<file path="src/rtl/obs_disp_pkg.sv">
// Shared constants and the hex-to-7-segment table for the CPU observation display.
package obs_disp_pkg;

  localparam logic [1:0] SEL_PC    = 2'd0;
  localparam logic [1:0] SEL_IR    = 2'd1;
  localparam logic [1:0] SEL_MDR   = 2'd2;
  localparam logic [1:0] SEL_WDATA = 2'd3;

  localparam logic [7:0] SEG_OFF = 8'hFF;
  localparam logic [7:0] AN_OFF  = 8'hFF;

  // Active-low gfedcba pattern for one hex digit.
  function automatic logic [6:0] hex7(input logic [3:0] nibble);
    logic [6:0] seg;
    unique case (nibble)
      4'h0: seg = 7'h40;
      4'h1: seg = 7'h79;
      4'h2: seg = 7'h24;
      4'h3: seg = 7'h30;
      4'h4: seg = 7'h19;
      4'h5: seg = 7'h12;
      4'h6: seg = 7'h02;
      4'h7: seg = 7'h78;
      4'h8: seg = 7'h00;
      4'h9: seg = 7'h10;
      4'hA: seg = 7'h08;
      4'hB: seg = 7'h03;
      4'hC: seg = 7'h46;
      4'hD: seg = 7'h21;
      4'hE: seg = 7'h06;
      4'hF: seg = 7'h0E;
      default: seg = 7'h7F;
    endcase
    return seg;
  endfunction

endpackage

</file>
<file path="src/rtl/hex7seg_enc.sv">
// Combinational nibble to active-low 7-segment encoder.
module hex7seg_enc
  import obs_disp_pkg::*;
(
  input  logic [3:0] nibble_i,
  output logic [6:0] seg_o
);

  always_comb begin
    seg_o = hex7(nibble_i);
  end

endmodule

</file>
<file path="src/rtl/obs_display_scan.sv">
// Snapshots one CPU observation word and scans it as 8 hex digits on a
// multiplexed active-low 7-segment display, with per-slot blanking and a change pulse.
module obs_display_scan
  import obs_disp_pkg::*;
#(
  parameter int unsigned SCAN_DIV  = 50000,
  parameter int unsigned BLANK_CYC = 500
) (
  input  logic        clk,
  input  logic        rst,
  input  logic [1:0]  sel,
  input  logic        freeze,
  input  logic [31:0] pc_in,
  input  logic [31:0] ir_in,
  input  logic [31:0] mdr_in,
  input  logic [31:0] wdata_in,
  output logic [7:0]  seg_o,
  output logic [7:0]  an_o,
  output logic        change_o
);

  localparam int unsigned CntW = (SCAN_DIV > 1) ? $clog2(SCAN_DIV) : 1;

  logic [31:0]     src_word;
  logic [31:0]     snap_q, snap_d;
  logic            change_d;
  logic [CntW-1:0] div_cnt_q, div_cnt_d;
  logic [2:0]      idx_q, idx_d;
  logic [3:0]      cur_nibble;
  logic [6:0]      cur_seg;
  logic [7:0]      seg_d, an_d;
  logic            div_wrap;
  logic            blank;

  always_comb begin
    unique case (sel)
      SEL_PC:    src_word = pc_in;
      SEL_IR:    src_word = ir_in;
      SEL_MDR:   src_word = mdr_in;
      SEL_WDATA: src_word = wdata_in;
      default:   src_word = pc_in;
    endcase
  end

  always_comb begin
    snap_d   = snap_q;
    change_d = 1'b0;
    if (!freeze) begin
      snap_d   = src_word;
      change_d = (src_word != snap_q);
    end
  end

  always_comb begin
    div_wrap  = (div_cnt_q == CntW'(SCAN_DIV - 1));
    div_cnt_d = div_wrap ? '0 : div_cnt_q + CntW'(1);
    idx_d     = div_wrap ? idx_q + 3'd1 : idx_q;
  end

  assign cur_nibble = snap_q[{idx_q, 2'b00} +: 4];

  hex7seg_enc u_hex7seg_enc (
    .nibble_i (cur_nibble),
    .seg_o    (cur_seg)
  );

  // Digit outputs are derived from the pre-edge counter/snapshot state.
  always_comb begin
    blank = (32'(div_cnt_q) < BLANK_CYC);
    an_d  = AN_OFF;
    seg_d = SEG_OFF;
    if (!blank) begin
      an_d  = ~(8'b1 << idx_q);
      seg_d = {(idx_q != {1'b0, sel}), cur_seg};
    end
  end

  always_ff @(posedge clk) begin
    if (rst) begin
      snap_q    <= '0;
      div_cnt_q <= '0;
      idx_q     <= '0;
      an_o      <= AN_OFF;
      seg_o     <= SEG_OFF;
      change_o  <= 1'b0;
    end else begin
      snap_q    <= snap_d;
      div_cnt_q <= div_cnt_d;
      idx_q     <= idx_d;
      an_o      <= an_d;
      seg_o     <= seg_d;
      change_o  <= change_d;
    end
  end

endmodule

</file>
<file path="config.mk">
export PLATFORM = sky130hd
export DESIGN_NAME = obs_display_scan
export DESIGN_NICKNAME = d
export VERILOG_FILES = /design/src/rtl/obs_disp_pkg.sv /design/src/rtl/hex7seg_enc.sv /design/src/rtl/obs_display_scan.sv
export SDC_FILE = /design/constraint.sdc
export NUM_CORES = 1
export LEC_CHECK = 0
export BUFFER_PORTS_ARGS = -buffer_cell sky130_fd_sc_hd__buf_2
export CAP_MARGIN = 25
export CORE_ASPECT_RATIO = 0.7
export CORE_UTILIZATION = 50
export CTS_BUF_LIST = sky130_fd_sc_hd__clkbuf_4 sky130_fd_sc_hd__clkbuf_8
export DETAILED_ROUTE_END_ITERATION = 7
export PLACE_DENSITY = 0.91
export SETUP_SLACK_MARGIN = 0.02
export SLEW_MARGIN = 20
export SYNTH_ARGS = -nofsm -noshare
export SYNTH_HDL_FRONTEND = slang
export SYNTH_SLANG_ARGS = --single-unit
</file>
<file path="constraint.sdc">
create_clock -name clk -period 2.9 [get_ports clk]
set_input_delay 0.145 -clock clk [delete_from_list [all_inputs] [get_ports clk]]
set_output_delay 0.145 -clock clk [all_outputs]
set_load 0.05 [all_outputs]
</file>
Word-level counts from Yosys, hierarchy flattened
Memory sizes are Yosys's and may differ from the RTL's. A register that Yosys moved wholly into a read port is not among the register bits.
Index checks and enable logic that the tools add are counted.

word-level totals
  word-level logic and storage cells = 24
  register bits = 68
  output and inout bits = 17
  bits in read-only memories = 112
  memories kept = 1
  input port bits = 133

cells by class
  equality and inequality tests = 6
  add/subtract/negate cells = 2
  shift operators = 2
  $lt $le $gt $ge = 1
  multiplexer cells = 1
  bitwise gates (word level) = 1
  reductions and logical operators = 4

memory list
  name             depth  width  rd ports  clocked after Yosys merged registers in  write ports  RTL line            source
  (no name shown)  16     7      1         1                                        0            obs_disp_pkg.sv:15  unique case (nibble)

operators by type and width
  kind                   number
  $pmux 32 s4            1
  $ne 32x32->1           1
  $shiftx 32x6->4        1
  $add 16x1->16 const B  1
  $eq 16x16->1 const B   1
  $lt 16x9->1 const B    1
  $not 8->8              1
  $shl 1x3->8 const A    1
  $reduce_or 2->1        3
  $eq 2x2->1 const B     2
  $add 3x1->3 const B    1
  $ne 3x2->1             1
  $eq 2x1->1 const B     1
  $logic_not 2->1        1

Longest topological paths before layout
Gate-level depths: netlist of the first run.

  depth in word-level cells = 3
  depth in mapped cells = 10
  gate-level depth less buffers = 9

Cells and area by module
Synthesis of the first run repeated with hierarchy kept, for this count alone.

unflattened totals
  cell total of the unflattened synthesis = 379
  area, all modules = 4115.2 µm²

modules (own cells, without submodules)
  module            cells an instance  area each (µm²)  times used
  obs_display_scan  347                3839.9           1
  hex7seg_enc       32                 275.3            1

Worst setup path after synthesis of the first run
Ideal clock, no wire load.

  kind = reg-to-reg
  from = register idx_q[0]
  to = register seg_o[0]
  cell stages (with the launch flop) = 8
  library setup time = 119 ps
  path buffers = 1
  clock period less this slack = 2250 ps
  arrival time = 2132 ps
  data required time = 2781 ps
  slack = 650 ps
  cells stage by stage = dfxtp_1 buf_6 mux4_1 mux2_2 ha_1 or3b_1 o221ai_1 nand2_1

on the way
  word-level cells in the longest chain between the ends = 1

ends and longest elaborated chain
  what                    RTL line                source
  from (decl)             obs_display_scan.sv:28  logic [2:0] idx_q, idx_d;
  from (signal assigned)  obs_display_scan.sv:89  idx_q <= idx_d;
  $shiftx 32x6->4         obs_display_scan.sv:60  assign cur_nibble = snap_q[{idx_q, 2'b00} +: 4];
  to (decl)               obs_display_scan.sv:17  output logic [7:0] seg_o,

Every way passes these cells.
A chain may end at the register's enable or synchronous reset.

Worst setup path in the final report of the first run
Same ends and word-level chain as after synthesis.

==> metrics.log, run 1 <==
[metrics] outcome: finished, final reports clean
[metrics] count of buffers added by post-CTS timing repair for setup: 0
[metrics] net switching share of the total power: 26.7%
[metrics] part of the power in combinational logic: 19.9%
[metrics] cell with the largest stage delay on the worst path: dfxtp_1
[metrics] Req. time, crit path: 3150 ps
[metrics] Via density: about 5.7
[metrics] # Max-Cap Violations: 0
[metrics] number of distinct standard cells referenced by the synthesized netlist: 36
[metrics] portion of the clock cycle consumed by the worst path in the final layout: 87.8%
[metrics] Die Outline Area: about 0.0086 mm2
[metrics] commonest register cell after synthesis: dfxtp_1
[metrics] net count of the finished layout: 656
[metrics] number of H-tree levels: 3
[metrics] clock buffer count from CTS: 9
[metrics] worst-case vdd ir drop: 0.000283 V
[metrics] number of enable flip-flop cells after synthesis: 0
[metrics] core footprint: 0.00791 mm2
[metrics] final global-route overflow total: 0
[metrics] flops & latches, synth: 68
[metrics] post-synthesis cell count: 367
[metrics] final total power: 2.34 mW
[metrics] Post-Synthesis Net Count: 514
[metrics] leading cell types in the layout, fill and taps excluded: buf_2, dfxtp_1, nor2_1
[metrics] Static Leak: around 2.1 nW
[metrics] Synth-to-Final Area Change: 24.3%
[metrics] final count of pins violating max slew: 0
[metrics] cell breakdown of the critical path: mux4_2, mux2i_1, buf_4, nand2b_1, o221ai_1, nand2_1
[metrics] wirelength, routed: around 11 mm
[metrics] total of cells resized after clock tree synthesis: 0
[metrics] die extent in x: 110 um
[metrics] minimum period implied by the final worst setup slack: 2550 ps
[metrics] sequential-to-total area share from yosys stat: 33.2%
[metrics] worst-skew pair later-pin latency: 360 ps
[metrics] number of global-route vias before repair: 3553
[metrics] antenna violations before repair: 0
[metrics] data arrival at the endpoint of the critical path: 2790 ps
[metrics] total negative slack: 0 ps
[metrics] count of pins on the block boundary: 150
[metrics] endpoints failing setup: 0
[metrics] number of remaining DRC errors: 0
[metrics] root buffer cell: clkbuf_8
[metrics] maximum clock frequency: 393 MHz
[metrics] YS warnings: 0
[metrics] number of placement rows: 27
[metrics] cell-internal power: 1.71 mW
[metrics] vertical die dimension: ~80 um
[metrics] Worst Clk Skew: 8.03 ps
[metrics] type of the most critical hold path: input port to flip-flop
[metrics] number of optimization iterations in the first detailed-route pass: 5
[metrics] largest stage delay on the critical path: 670 ps
[metrics] Post-Syn Area: 0.00410 mm2
[metrics] pin count of the biggest net entering global routing: 40
[metrics] reported net switching power: 0.625 mW
[metrics] proportion of register bits with asynchronous set or reset after synthesis: 0%
[metrics] endpoint kind of the worst setup timing path: flip-flop
[metrics] type of the worst setup path: flip-flop to flip-flop
[metrics] per-instance average area after synthesis: 11.2 um2
[metrics] first-pass GRT wire length: 16.8 mm
[metrics] violation count after the first detailed-route iteration: 219
[metrics] Max Root-Sink Buffers: 2
[metrics] worst hold slack: 278 ps
[metrics] commonest non-fill, non-tap cell in the layout: buf_2
[metrics] global-route total usage across every layer: 26.1%
[metrics] part of the total power dissipated in sequential elements: 43.5%
[metrics] Clk pin slew, worst setup/hold paths: 70 ps
[metrics] overall via count from detail_route: 3494
[metrics] family of cells with the greatest summed delay on the critical path: multiplexers
[metrics] final hold viol count: 0
[metrics] power density over cell area: 459 mW/mm2
[metrics] starting density of the core: 51.9%
[metrics] setup repair after global routing missed its margin: no
[metrics] CTS tree: built
[metrics] Placer Congestion: 0.905
[metrics] hold buffers post-CTS: 0
[metrics] sum of buffers and inverters on the critical path: 1
[metrics] count of antenna-violating nets left after detailed routing: 0
[metrics] Critical Path Source Type: flip-flop
[metrics] Worst Path Max Fanout: 9
[metrics] clock power share: 36.6%
[metrics] FILL cells: 607
[metrics] ratio of cells with drive above 1 in the final layout: 41.6%
[metrics] total clock sinks: 68
[metrics] Slew headroom: 35.9%
[metrics] count of buffers from port buffering: 149
[metrics] number of antenna diodes: 0
[metrics] DR WL/cell: 17.3 um
[metrics] sum of net half-perimeters after detailed placement: slightly above 8 mm
[metrics] actual slew at the worst max-slew pin: around 960 ps
worst paths after layout:
kind,end,start,slack (ps),cells past startpoint
max,seg_o[0]$_SDFF_PP1_,idx_q[0]$_SDFFE_PP0P_,350,6
max reg2reg,seg_o[0]$_SDFF_PP1_,idx_q[0]$_SDFFE_PP0P_,350,6
min reg2reg,div_cnt_q[0]$_SDFF_PP0_,div_cnt_q[0]$_SDFF_PP0_,480,1
min,snap_q[27]$_SDFFE_PP0N_,pc_in[27],280,4
cell families after synthesis:
logic type,synth area share (%)
adder cells (fa/ha/maj),4.27
AND/OR/NAND/NOR,12.6
AO/OA/AOI/OAI,1.74
XOR/XNOR,10.7
buffers and inverters,4.61
flip-flops,33.2
multiplexers,32.9
cell usage after synthesis, types with 2 or more instances:
| library cell | number | share of area, % |
|---|---|---|
| xor2_1 | 8 | 1.7 |
| inv_1 | 8 | 0.73 |
| clkbuf_1 | 8 | 0.73 |
| nand3_1 | 12 | 1.5 |
| dfxtp_1 | 68 | 33 |
| buf_4 | 2 | 0.37 |
| buf_6 | 5 | 1.4 |
| nor2_1 | 56 | 5.1 |
| buf_2 | 6 | 0.73 |
| mux2i_1 | 40 | 9.8 |
| o221ai_1 | 4 | 0.85 |
| nand2b_1 | 2 | 0.31 |
| nand2_1 | 17 | 1.6 |
| nor3_1 | 2 | 0.24 |
| nand4_1 | 10 | 1.5 |
| a211oi_1 | 2 | 0.37 |
| mux4_2 | 39 | 21 |
| xnor2_1 | 42 | 9.0 |
| nor4_1 | 5 | 0.76 |
| ha_1 | 14 | 4.3 |
| mux2_2 | 2 | 0.55 |
metal layers:
layer	vias up	track usage [%]	part of all wire [%]	routed length, um
met5	-	0	0	0
met4	0	11.8	3.3	346
met3	29	7.23	8.6	911
met2	188	43.4	48	5100
met1	1666	31.3	40	4250
li1	1611	-	-	-
cell type report:
type	instances	area, um2	share of cell area, %
clock inverters	7	91.3	1.79
repair buffers	154	808	15.9
well taps	101	126	2.48
clock buffers	9	124	2.43
flip-flops and latches	68	1360	26.7
multi-input cells	267	2550	50.1
inverters	9	33.8	0.663
power by group through the flow:
stage	clock (mW)	sequential, mW	combinational [mW]
3_5_place_dp	0	1.03	0.462
3_3_place_gp	0	1.03	0.440
6_report	0.854	1.02	0.466
2_1_floorplan	0	1.02	0.319
5_1_grt	0.903	1.02	0.500
4_1_cts	0.856	1.01	0.466
sequential cells by signal (all words and copies together) (netlist names):
name	cells
an_o	8
change_o	1
div_cnt_q	16
idx_q	3
seg_o	8
snap_q	32
worst register-to-register path: stages (launching register included):
cell and delay (ps):
dfxtp_1 670, mux4_2 580, mux2i_1 570, buf_4 270, nand2b_1 100, o221ai_1 180
nand2_1 70
through the flow:
stage / utilization (%) / cells / cell area [um2] / setup WS [ps]
finish: 64.5 / 615 / 5100 / 353
CTS: 64.5 / 615 / 5100 / 362
floorplan: - / 367 / 4100 / 650
detailed placement: 61.7 / 599 / 4880 / 385
global placement: 61.7 / 599 / 4880 / 507
global route: 64.5 / 615 / 5100 / 223
(Power assumes the default switching activity.)
==> run 2: changes to the inputs <==
--- a/config.mk
+++ b/config.mk
@@ -8,10 +8,10 @@
 export BUFFER_PORTS_ARGS = -buffer_cell sky130_fd_sc_hd__buf_2
 export CAP_MARGIN = 25
 export CORE_ASPECT_RATIO = 0.7
-export CORE_UTILIZATION = 50
+export CORE_UTILIZATION = 52
 export CTS_BUF_LIST = sky130_fd_sc_hd__clkbuf_4 sky130_fd_sc_hd__clkbuf_8
 export DETAILED_ROUTE_END_ITERATION = 7
-export PLACE_DENSITY = 0.91
+export PLACE_DENSITY = 0.93
 export SETUP_SLACK_MARGIN = 0.02
 export SLEW_MARGIN = 20
 export SYNTH_ARGS = -nofsm -noshare
==> run 2 against run 1 <==
Critical path depth is 2 higher. Global-route usage is 4.4 points higher. Clock-buffer cell count is 1 higher. Clock power is 2.7% higher. Routed wire length is 11% higher. Highest routed layer unchanged.
==> metrics.log, run 2 (synthesized netlist as in run 1, its figures left out) <==
[metrics] number of logic stages on the critical path including buffering: 8
[metrics] number of global-route vias before repair: about 3700
[metrics] Worst Clk Skew: 11.5 ps
[metrics] setup repair after global routing missed its margin: no
[metrics] overall via count from detail_route: 3601
[metrics] count of pins on the block boundary: 150
[metrics] Placer Congestion: 0.896
[metrics] data arrival at the endpoint of the critical path: 2780 ps
[metrics] total clock sinks: 68
[metrics] cells on worst reg2reg path: 8
[metrics] area post-placement: 0.00488 mm2
[metrics] Die Outline Area: 0.00825 mm2
[metrics] part of the power in combinational logic: around 20%
[metrics] largest stage delay on the critical path: ~640 ps
[metrics] wirelength, routed: 11.7 mm
[metrics] count of buffers from port buffering: 149
[metrics] net count of the finished layout: 658
[metrics] worst-case vdd ir drop: between 0.0002 and 0.0003 V
[metrics] cell with the largest stage delay on the worst path: dfxtp_1
[metrics] Max Root-Sink Buffers: 2
[metrics] CTS tree: built
[metrics] fin area: 0.00510 mm2
[metrics] count of antenna-violating nets left after detailed routing: 0
[metrics] number of flip-flops under the largest register name: 32
[metrics] worst hold endpoint: snap_q[26]$_SDFFE_PP0N_
[metrics] reported net switching power: 0.630 mW
[metrics] antenna violations before repair: 0
[metrics] maximum clock frequency: ~390 MHz
[metrics] Static Leak: 2.16 nW
[metrics] starting density of the core: 55.1%
[metrics] Critical Path Source Type: flip-flop
[metrics] Reg-to-Reg Start: idx_q[0]$_SDFFE_PP0P_
[metrics] number of antenna diodes: 0
[metrics] violation count after the first detailed-route iteration: 324
[metrics] Worst Path Max Fanout: 8
[metrics] FILL cells: 514
[metrics] root buffer cell: clkbuf_8
[metrics] net switching share of the total power: 26.6%
[metrics] clock buffer count from CTS: 9
[metrics] endpoints failing setup: 0
[metrics] sum of net half-perimeters after detailed placement: 8.72 mm
[metrics] total of cells resized after clock tree synthesis: 0
[metrics] count of buffers added by post-CTS timing repair for setup: 0
[metrics] commonest non-fill, non-tap cell in the layout: buf_2
[metrics] minimum setup slack among reg-to-reg paths: 350 ps
[metrics] Worst path most repeated cell: nand2_1
[metrics] first-pass GRT wire length: 19.0 mm
[metrics] final hold viol count: 0
[metrics] number of instances on the worst hold path: 4
[metrics] cell-internal power: roughly 1.7 mW
[metrics] clock power share: 37.0%
[metrics] sum of buffers and inverters on the critical path: 1
[metrics] worst-skew pair later-pin latency: 350 ps
[metrics] power density over cell area: about 460 mW/mm2
[metrics] pin count of the biggest net entering global routing: 40
[metrics] number of H-tree levels: 3
[metrics] leading cell types in the layout, fill and taps excluded: buf_2, dfxtp_1, nor2_1
[metrics] minimum period implied by the final worst setup slack: 2550 ps
[metrics] portion of the clock cycle consumed by the worst path in the final layout: around 90%
[metrics] type of the most critical hold path: input port to flip-flop
[metrics] number of remaining DRC errors: 0
[metrics] part of the total power dissipated in sequential elements: 43.0%
[metrics] # Max-Cap Violations: 0
[metrics] register ranked first by flip-flop count: snap_q
[metrics] ratio of cells with drive above 1 in the final layout: 41.9%
[metrics] Hold Path Origin: ir_in[26]
[metrics] Synth-to-Final Area Change: 24.5%
[metrics] actual slew at the worst max-slew pin: between 1000 and 1500 ps
[metrics] registers with the highest flip-flop counts: snap_q (32), div_cnt_q (16)
[metrics] vertical die dimension: about 76 um
[metrics] cell breakdown of the critical path: buf_4, mux4_2, nand2_1, nand2_1, ha_1, or3b_1, o221ai_1, nand2_1
[metrics] global-route total usage across every layer: a little under a third
[metrics] total negative slack: 0 ps
[metrics] hold buffers post-CTS: 0
[metrics] Clk pin slew, worst setup/hold paths: 80 ps
[metrics] family of cells with the greatest summed delay on the critical path: simple AND/OR/NAND/NOR gates
[metrics] endpoint kind of the worst setup timing path: flip-flop
[metrics] final count of pins violating max slew: 0
[metrics] Slew headroom: 33.3%
[metrics] number of optimization iterations in the first detailed-route pass: 5
[metrics] die extent in x: 108 um
[metrics] core footprint: 0.00745 mm2
[metrics] number of placement rows: 26
[metrics] DR WL/cell: 19.1 um
[metrics] type of the worst setup path: flip-flop to flip-flop
[metrics] final global-route overflow total: 0
[metrics] R2R Path End: seg_o[0]$_SDFF_PP1_
[metrics] outcome: finished, final reports clean
[metrics] Via density: about 5.9
[metrics] Req. time, crit path: 3140 ps
[run 2: cell types whose count changed in the layout (fill, tap and decap cells not counted), sizes merged]
cell / change
buf: +2
clkinvlp: -1
clkbuf: +1
[run 2: how the worst max path moves through the flow]
stage	slack, ps	endpoint	start
4_1_cts	360	seg_o[0]$_SDFF_PP1_	idx_q[0]$_SDFFE_PP0P_
3_3_place_gp	570	seg_o[0]$_SDFF_PP1_	idx_q[0]$_SDFFE_PP0P_
6_report	350	seg_o[0]$_SDFF_PP1_	idx_q[0]$_SDFFE_PP0P_
2_1_floorplan	650	seg_o[0]$_SDFF_PP1_	idx_q[0]$_SDFFE_PP0P_
5_1_grt	230	seg_o[0]$_SDFF_PP1_	idx_q[0]$_SDFFE_PP0P_
3_5_place_dp	440	seg_o[0]$_SDFF_PP1_	idx_q[0]$_SDFFE_PP0P_
[run 2: area by class of cell]
class	instances	area, um2	area share (%)
clock buffers	10	138	2.70
clock inverters	6	87.6	1.72
inverters	9	33.8	0.662
multi-input cells	267	2550	50.0
flip-flops and latches	68	1360	26.7
well taps	98	123	2.40
repair buffers	156	811	15.9
[run 2: per-stage QoR]
step                hold WS [ps]  total power, mW  setup slack [ps]  cells  util, %
finish                       275             2.37               351    614     68.5
global route                 291             2.46               226    614     68.5
detailed placement           450             1.50               435    598     65.5
global placement             445             1.47               567    598     65.5
CTS                          281             2.36               362    614     68.5
floorplan                    270             1.34               650    367        -
[run 2: worst min-delay path: stages]
cell and delay, ps:
buf_2 70, mux4_2 240, mux2i_1 70, nor2_1 70
[run 2: power groups by stage]
stage	clock (mW)	sequential [mW]	combinational [mW]
final	0.877	1.02	0.472
after global routing	0.930	1.02	0.506
after CTS	0.876	1.02	0.469
after detailed placement	0	1.04	0.461
after global placement	0	1.03	0.439
after floorplan	0	1.02	0.319
[run 2: metal layers]
metal / global-route usage (%) / vias up / wire length (um)
li1: - / 1614 / -
met1: 35.5 / 1696 / 4410
met2: 51.6 / 248 / 5810
met3: 8.90 / 43 / 1010
met4: 14.1 / 0 / 503
met5: 0 / - / 0
==> run 3: changes to the inputs <==
--- a/config.mk
+++ b/config.mk
@@ -8,10 +8,11 @@
 export BUFFER_PORTS_ARGS = -buffer_cell sky130_fd_sc_hd__buf_2
 export CAP_MARGIN = 25
 export CORE_ASPECT_RATIO = 0.7
+export CORE_MARGIN = 2
 export CORE_UTILIZATION = 52
 export CTS_BUF_LIST = sky130_fd_sc_hd__clkbuf_4 sky130_fd_sc_hd__clkbuf_8
 export DETAILED_ROUTE_END_ITERATION = 7
-export PLACE_DENSITY = 0.93
+export PLACE_DENSITY = 0.83
 export SETUP_SLACK_MARGIN = 0.02
 export SLEW_MARGIN = 20
 export SYNTH_ARGS = -nofsm -noshare
==> constraint.sdc (replaced) <==
create_clock -name clk -period 2.9 [get_ports clk]
set_input_delay 0.29 -clock clk [delete_from_list [all_inputs] [get_ports clk]]
set_output_delay 0.29 -clock clk [all_outputs]
set_load 0.05 [all_outputs]
==> run 3 against run 2 <==
Sequential share of layout area grew 0.17 points. Non-clock buffer count shrank 2. Via count shrank 5.5%. First-iteration DRC count shrank 38%. Die area grew 4.5%. Maximum frequency grew 5.0%. Utilization shrank 3.2 points. Sequential power is essentially flat. Largest cell class unchanged. Largest power group unchanged.
==> metrics.log, run 3 (synthesized netlist as in run 1, its figures left out) <==
[metrics] net switching share of the total power: 27.1%
[metrics] type of the most critical hold path: input port to flip-flop
[metrics] CTS tree: built
[metrics] vertical die dimension: 78.3 um
[metrics] leading cell types in the layout, fill and taps excluded: buf_2, dfxtp_1, nor2_1
[metrics] type of the worst setup path: flip-flop to flip-flop
[metrics] count of buffers added by post-CTS timing repair for setup: 0
[metrics] sum of net half-perimeters after detailed placement: 8.49 mm
[metrics] family of cells with the greatest summed delay on the critical path: simple AND/OR/NAND/NOR gates
[metrics] data arrival at the endpoint of the critical path: approximately 2700 ps
[metrics] setup repair after global routing missed its margin: no
[metrics] Placer Congestion: ~0.86
[metrics] number of optimization iterations in the first detailed-route pass: 4
[metrics] number of H-tree levels: 3
[metrics] post-layout worst setup margin: 472 ps
[metrics] Worst Clk Skew: a little over 7 ps
[metrics] worst-case vdd ir drop: roughly 0.0002 V
[metrics] wirelength, routed: 10.5 mm
[metrics] antenna violations before repair: 0
[metrics] area post-placement: 0.00488 mm2
[metrics] Max Root-Sink Buffers: 2
[metrics] Synth-to-Final Area Change: 23.7%
[metrics] endpoint kind of the worst setup timing path: flip-flop
[metrics] commonest non-fill, non-tap cell in the layout: buf_2
[metrics] power density over cell area: between 400 and 500 mW/mm2
[metrics] number of remaining DRC errors: 0
[metrics] number of antenna diodes: 0
[metrics] # Max-Cap Violations: 0
[metrics] worst hold slack: approximately 420 ps
[metrics] sum of buffers and inverters on the critical path: 1
[metrics] Clk pin slew, worst setup/hold paths: ~80 ps
[metrics] final global-route overflow total: 0
[metrics] Worst Path Max Fanout: 8
[metrics] die extent in x: 110 um
[metrics] overall via count from detail_route: 3404
[metrics] portion of the clock cycle consumed by the worst path in the final layout: 83.7%
[metrics] registers with the highest flip-flop counts: snap_q (32), div_cnt_q (16)
[metrics] starting density of the core: 52.8%
[metrics] Static Leak: 2.14 nW
[metrics] part of the power in combinational logic: 20.5%
[metrics] core footprint: 0.00777 mm2
[metrics] total negative slack: 0 ps
[metrics] final hold viol count: 0
[metrics] final count of pins violating max slew: 0
[metrics] count of buffers from port buffering: 149
[metrics] fin area: 0.00507 mm2
[metrics] clock power share: between 30% and 40%
[metrics] count of antenna-violating nets left after detailed routing: 0
[metrics] actual slew at the worst max-slew pin: 975 ps
[metrics] clock buffer count from CTS: 9
[metrics] first-pass GRT wire length: 16.7 mm
[metrics] root buffer cell: clkbuf_8
[metrics] Via density: 5.53
[metrics] cell-internal power: 1.64 mW
[metrics] Worst path most repeated cell: nand2_1
[metrics] net count of the finished layout: 656
[metrics] FILL cells: between 500 and 600
[metrics] pin count of the biggest net entering global routing: 40
[metrics] cell breakdown of the critical path: buf_4, mux4_2, nand2_1, nand2_1, ha_1, or3b_1, o221ai_1, nand2_1
[metrics] DR WL/cell: 17.0 um
[metrics] post-place setup slack: 468 ps
[metrics] hold buffers post-CTS: 0
[metrics] outcome: finished, final reports clean
[metrics] count of pins on the block boundary: 150
[metrics] minimum period implied by the final worst setup slack: 2430 ps
[metrics] total of cells resized after clock tree synthesis: 0
[metrics] Die Outline Area: 0.00863 mm2
[metrics] Req. time, crit path: 3140 ps
[metrics] maximum clock frequency: approximately 410 MHz
[metrics] cell with the largest stage delay on the worst path: mux4_2
[metrics] Slew headroom: 35.0%
[metrics] number of flip-flops under the largest register name: 32
[metrics] reported net switching power: approximately 0.6 mW
[metrics] ratio of cells with drive above 1 in the final layout: 41.6%
[metrics] worst-skew pair later-pin latency: 350 ps
[metrics] endpoints failing setup: 0
[metrics] number of placement rows: 27
[metrics] Critical Path Source Type: flip-flop
[metrics] part of the total power dissipated in sequential elements: 45.1%
[metrics] register ranked first by flip-flop count: snap_q
[metrics] largest stage delay on the critical path: 510 ps
[metrics] violation count after the first detailed-route iteration: 202
[metrics] global-route total usage across every layer: around 26%
[metrics] number of global-route vias before repair: between 3000 and 4000
[metrics] total clock sinks: 68
-- run 3: power by group through the flow --
stage / clock network (mW) / registers, mW / logic [mW]
after CTS: 0.780 / 1.02 / 0.464
final: 0.775 / 1.02 / 0.462
after global routing: 0.809 / 1.02 / 0.502
after floorplan: 0 / 1.02 / 0.319
after detailed placement: 0 / 1.04 / 0.462
after global placement: 0 / 1.03 / 0.444
-- run 3: metrics by stage --
step	power [mW]	util (%)	instances
detailed placement	1.50	62.8	599
finish	2.25	65.3	615
CTS	2.26	65.3	615
floorplan	1.34	-	367
global route	2.33	65.3	615
global placement	1.48	62.8	599
-- run 3: final timing paths --
path,startpoint,to,depth (start not counted),slack [ps]
hold reg to reg,div_cnt_q[0]$_SDFF_PP0_,div_cnt_q[0]$_SDFF_PP0_,1,490
hold / removal,wdata_in[23],snap_q[23]$_SDFFE_PP0N_,4,420
setup / recovery,idx_q[0]$_SDFFE_PP0P_,seg_o[0]$_SDFF_PP1_,8,470
setup reg to reg,idx_q[0]$_SDFFE_PP0P_,seg_o[0]$_SDFF_PP1_,8,470
-- run 3: final cells by class --
cell class                 instances  area [um2]  share of cell area (%)
clock buffer                      11         139                    2.74
clock inverter                     5        52.6                    1.04
timing repair buffer             154         808                    15.9
tap                              101         126                    2.49
inverter                           9        33.8                   0.666
multi-input combinational        267        2550                    50.3
sequential                        68        1360                    26.8
-- run 3: layer usage --
layer,vias up,GRT usage [%],share of wire [%]
li1,1612,-,-
met1,1622,33.4,43
met2,152,41.7,48
met3,18,6.31,7.6
met4,0,8.25,1.7
met5,-,0,0
-- run 3: tightest hold or removal path, stage by stage --
cell and delay [ps]:
buf_2 70, mux4_2 240, mux2i_1 70, nor2_1 70
